**src/rtl/dst_reg_select_stage.sv**
```systemverilog
// Registered N:1 write-back register selector for the ID/EX boundary; 1-cycle latency, no comb path.
// Stall holds all outputs, flush loads a bubble; there is no ready/credit return path.
module dst_reg_select_stage #(
    parameter int WIDTH         = 5,
    parameter int NUM_IN        = 3,
    parameter int SEL_W         = 2,
    parameter bit ZERO_SUPPRESS = 1'b1
) (
    input  logic                    clk_i,
    input  logic                    rst_i,
    input  logic [NUM_IN*WIDTH-1:0] data_i,
    input  logic [SEL_W-1:0]        select_i,
    input  logic                    valid_i,
    input  logic                    regwrite_i,
    input  logic                    stall_i,
    input  logic                    flush_i,
    output logic [WIDTH-1:0]        data_o,
    output logic                    valid_o,
    output logic                    regwrite_o,
    output logic                    sel_err_o
);

    logic [WIDTH-1:0] cand;
    logic             sel_ok;
    logic             wr_qual;

    // Only codes matching an existing candidate are legal; anything above is flagged.
    always_comb begin
        cand   = '0;
        sel_ok = 1'b0;
        for (int k = 0; k < NUM_IN; k++) begin
            if (select_i == SEL_W'(k)) begin
                cand   = data_i[k*WIDTH +: WIDTH];
                sel_ok = 1'b1;
            end
        end
    end

    assign wr_qual = regwrite_i && !(ZERO_SUPPRESS && (cand == '0));

    always_ff @(posedge clk_i) begin
        if (!rst_i) begin
            data_o     <= '0;
            valid_o    <= 1'b0;
            regwrite_o <= 1'b0;
            sel_err_o  <= 1'b0;
        end else if (flush_i) begin
            data_o     <= '0;
            valid_o    <= 1'b0;
            regwrite_o <= 1'b0;
        end else if (!stall_i) begin
            if (!valid_i) begin
                data_o     <= '0;
                valid_o    <= 1'b0;
                regwrite_o <= 1'b0;
            end else if (sel_ok) begin
                data_o     <= cand;
                valid_o    <= 1'b1;
                regwrite_o <= wr_qual;
            end else begin
                data_o     <= '0;
                valid_o    <= 1'b1;
                regwrite_o <= 1'b0;
                sel_err_o  <= 1'b1;
            end
        end
    end

endmodule
```
**config.mk**
```make
export PLATFORM = sky130hd
export DESIGN_NAME = dst_reg_select_stage
export DESIGN_NICKNAME = d
export VERILOG_FILES = /design/src/rtl/dst_reg_select_stage.sv
export SDC_FILE = /design/constraint.sdc
export NUM_CORES = 1
export LEC_CHECK = 0
export BUFFER_PORTS_ARGS = -buffer_cell sky130_fd_sc_hd__buf_2
export CAP_MARGIN = 10
export CORE_AREA = 2 2 39 41
export DETAILED_ROUTE_END_ITERATION = 10
export DIE_AREA = 0 0 41 43
export HOLD_SLACK_MARGIN = 0.15
export PLACE_DENSITY = 0.75
export SETUP_SLACK_MARGIN = 0.4
export SYNTH_ARGS = -nofsm -noshare
export SYNTH_HDL_FRONTEND = slang
export SYNTH_SLANG_ARGS = --single-unit
```
**constraint.sdc**
```tcl
create_clock -name clk_i -period 1.1 [get_ports clk_i]
set_input_delay 0.22 -clock clk_i [delete_from_list [all_inputs] [get_ports clk_i]]
set_output_delay 0.22 -clock clk_i [all_outputs]
set_load 0.03 [all_outputs]
```
======== Word-level counts from Yosys, hierarchy flattened ========
Cells that the tools add are included.
cells by class
  equal/unequal tests ..................... 2
  muxes and demuxes ....................... 11
  bitwise logic cells ..................... 4
  reductions and logical operators ........ 6
operators by type and width
  operator              count
  $mux W5               5
  $mux W1               6
  $logic_not A5 Y1      1
  $not A1 Y1            4
  $reduce_and A4 Y1     1
  $eq A2 B1 Y1 const B  1
  $eq A2 B2 Y1 const B  1
  $logic_not A2 Y1      1
  $reduce_or A2 Y1      1
  $logic_and A1 B1 Y1   1
  $logic_not A1 Y1      1
storage, ports and cells
  register bits after elaboration ......... 8
  input bits .............................. 23
  output and inout port bits .............. 8
  logic and storage cells ................. 27

======== Logic depth before layout (Yosys ltp) ========
  depth in word-level cells ............... 9
  mapped depth ............................ 5
  gate-level depth less buffers ........... 4

======== Worst setup path after synthesis ========
OpenSTA, ideal clock, no wires.
  path kind ............................... input to register
  start point ............................. input port select_i[1]
  end point ............................... register regwrite_o
  setup time .............................. 128 ps
  arrival time ............................ 961 ps
  required time ........................... 972 ps
  path slack .............................. 11 ps
  cell stages on the path ................. 5
  path buffers ............................ 1
  cells stage by stage .................... buf_4 nor2b_4 o2bb2ai_1 nor4_1 a211oi_1
on the way
  word-level cells in the longest chain between the ends .. 9
  elaborated cells on any way between the ends .. 14
  those cells by class .................... eq/ne: 2; mux: 8; reduce/logical: 4
RTL lines
  what                   line  source
  start, declared        12    input logic [SEL_W-1:0] select_i,
  $logic_not A2 Y1       32    if (select_i == SEL_W'(k)) begin
  $mux W5 (3 in series)  32
  $logic_not A5 Y1       39    assign wr_qual = regwrite_i && !(ZERO_SUPPRESS && (cand == '0));
  $logic_not A1 Y1       39
  $logic_and A1 B1 Y1    39
  $mux W1 *              56    end else if (sel_ok) begin
  $mux W1 *              52    if (!valid_i) begin
  end signal, assigned   59    regwrite_o <= wr_qual;
  end, declared          19    output logic regwrite_o,
Every way passes the cells marked *; elsewhere a longest branch is shown, timed or not.
A chain may end at the register's enable or synchronous reset.

======== Worst setup path in the final report ========
  start point ............................. register valid_o
  end point ............................... output port valid_o
RTL lines
  what                    line  source
  start, declared         18    output logic valid_o,
  start signal, assigned  44    valid_o <= 1'b0;
  start signal, assigned  49    valid_o <= 1'b0;
  start signal, assigned  54    valid_o <= 1'b0;
No word-level cell between the ends.

==> flow_metrics.tcl <==
set metrics [dict create \
    mostFrequentLayoutCells "buf_2, buf_4, buf_6" \
    cp_max_fo 2 \
    use_met2 0.306 \
    die_h_um 43 \
    final_common_cell "buf_2" \
    critPathBufInv 1 \
    setup_ws_ns 0.156 \
    yosysWarnings 0 \
    fin_area_um2 846 \
    status "completed" \
    cp_slowest_cell "dfxtp_2" \
    die_w_um 41 \
    seq_power_share 0.404 \
    stdcell_count 103 \
    grt.busiest_layer "met2" \
    final_util 0.611 \
    yosys.area.top_type "dfxtp_1" \
    critical_path_class "register to primary output" \
    rsz0062_at_grt "true" \
    viasPerCell 5.16 \
    switching_share 0.268 \
    cts_made_buffers 3 \
    antenna_found_initial 0 \
    worst_slew_pin_slew_ns 0.270 \
    grt_start_max_net_pins 9 \
    wl_mm 1.33 \
    ctsHoldBuffers 0 \
    met3_usage 0.0733 \
    port_buffers 30 \
    coreArea_um2 1380 \
    dp_hpwl_um 908 \
    drtIter0Drc 14 \
    grt_first_pass_wirelength_mm 2.15 \
    p_sw_uw 199 \
    drtPass1Iterations 4 \
    cts_sinks 8 \
    synth-seq-cells 8 \
    p_clk_frac 0.302 \
    vias 531 \
    endpoint_kind "primary output" \
    avgSynthCellArea_um2 9.87 \
    p_leak_nw 0.379 \
    fin_nets 112 \
    io_pins 31 \
    drv_cap 0 \
    ant_nets 0 \
    layout_worst_path_cycle_share 0.858 \
    design.die.area_um2 1760 \
    ir_worst_vdd_mv 0.552 \
    setup_tns_ns 0 \
    h-tree-depth 1 \
    p_total_uw 743 \
    cts_tree "built" \
    grt_usage 0.176 \
    p_per_area_nw_per_um2 879 \
    diodes 0 \
    cp.arrival_ns 0.72 \
    cts_buffer_depth 2 \
    start_util 0.314 \
    cp-start-kind "register" \
    yosysUniqueCellTypes 17 \
    grt_pass1_vias 547 \
    gr-total-overflow 0 \
    cp_cell_sequence "buf_6" \
    final_max_slew_viol_count 0 \
    worst_hold_slack_ns 0.183 \
    finalHoldViolCount 0 \
    use_met1 0.180 \
    clk_pin_slew_ns 0.06 \
    rows 14 \
    insertion_delay_ns 0.25 \
    ys_seq_area_frac 0.369 \
    relSlewSlack 0.820 \
    synth_nets 67 \
    period_needed_ns 0.944 \
    required_ns 0.88 \
    clock-skew-final_ns 0 \
    hold_path_class "input port to register" \
    combPwrFrac 0.294 \
    cts_root_buf "clkbuf_4" \
    gp_routability_congestion 0.733 \
    post_dp_cell_area_um2 667 \
    final-setup-viol-count 0 \
    crit_family "flip-flops" \
    yosysTopAreaCellShare 0.369 \
    yosys-top-cells-area "dfxtp_1, mux2i_1, a22oi_1" \
    pre_cts_ws_ns -0.175 \
    p_int_uw 544 \
    post_drt_wl_per_cell_um 12.9 \
    areaGrowthSynthToFinish_pct 94.8 \
    syn_area_um2 434 \
    max_freq_mhz 1060 \
    max_stage_delay_ns 0.34 \
    drive_above_1_share 0.770 \
    synth_cells 44 \
    drc 0 \
    dp_cells 96 \
]
==> layer usage <==
| metal | vias up | wire, um |
|---|---|---|
| met5 | - | 0 |
| met4 | 0 | 12 |
| met3 | 2 | 100 |
| met2 | 25 | 725 |
| met1 | 250 | 489 |
| li1 | 254 | - |
==> sequential cells by signal, indices dropped and copies added (netlist names) <==
signal      count
valid_o         1
data_o          5
sel_err_o       1
regwrite_o      1
==> synthesized netlist by cell type <==
cell type and n:
a22oi_1 6, dfxtp_1 8, mux2i_1 5, nand2b_4 1
o21a_1 1, nor2b_4 1, nor2_1 5, buf_6 2
a21oi_1 2, nor4_1 1, a211oi_1 1, o2bb2ai_1 5
a21oi_2 1, nor3_1 1, nand2b_1 1, nand2_1 2
buf_4 1
==> cells by family (layout without fill, tap and decap cells) <==
group	count (synthesis)	in the layout	synth area share
AOI/OAI and AO/OA	16	16	0.282
and+or+nand+nor	12	12	0.164
DFF	8	8	0.369
buffers and inverters	3	46	0.0692
muxes	5	5	0.115
==> power by group through the flow <==
| stage | Clock [mW] | Sequential (mW) | Combinational, mW |
|---|---|---|---|
| after global placement | 0 | 0.304 | 0.170 |
| final | 0.225 | 0.300 | 0.218 |
| after global routing | 0.248 | 0.300 | 0.235 |
| after floorplan | 0 | 0.315 | 0.0851 |
| after detailed placement | 0 | 0.304 | 0.172 |
| after CTS | 0.236 | 0.300 | 0.209 |
==> timing repair <==
item | CTS | global route
pin swaps | 4 | 5
endpoints found under the setup margin | 14 | 14
buffers inserted | 3 | 1
resized for setup | 34 | 3
==> cell type report <==
class / instances / area, um^2
fillers: 118 / 538
multi-input cells: 33 / 304
flip-flops and latches: 8 / 170
clock buffers: 3 / 22.5
well taps: 16 / 20.0
repair buffers: 43 / 329
==> final timing paths <==
check / startpoint / slack, ns / end / cells past startpoint
worst max-delay path: valid_o / 0.16 / valid_o / 1
worst min-delay path: rst_i / 0.18 / sel_err_o / 2
worst max register to register: regwrite_o / 0.26 / regwrite_o / 3
worst min register to register: sel_err_o / 0.48 / sel_err_o / 1
Power figures use the tool's default switching activity.
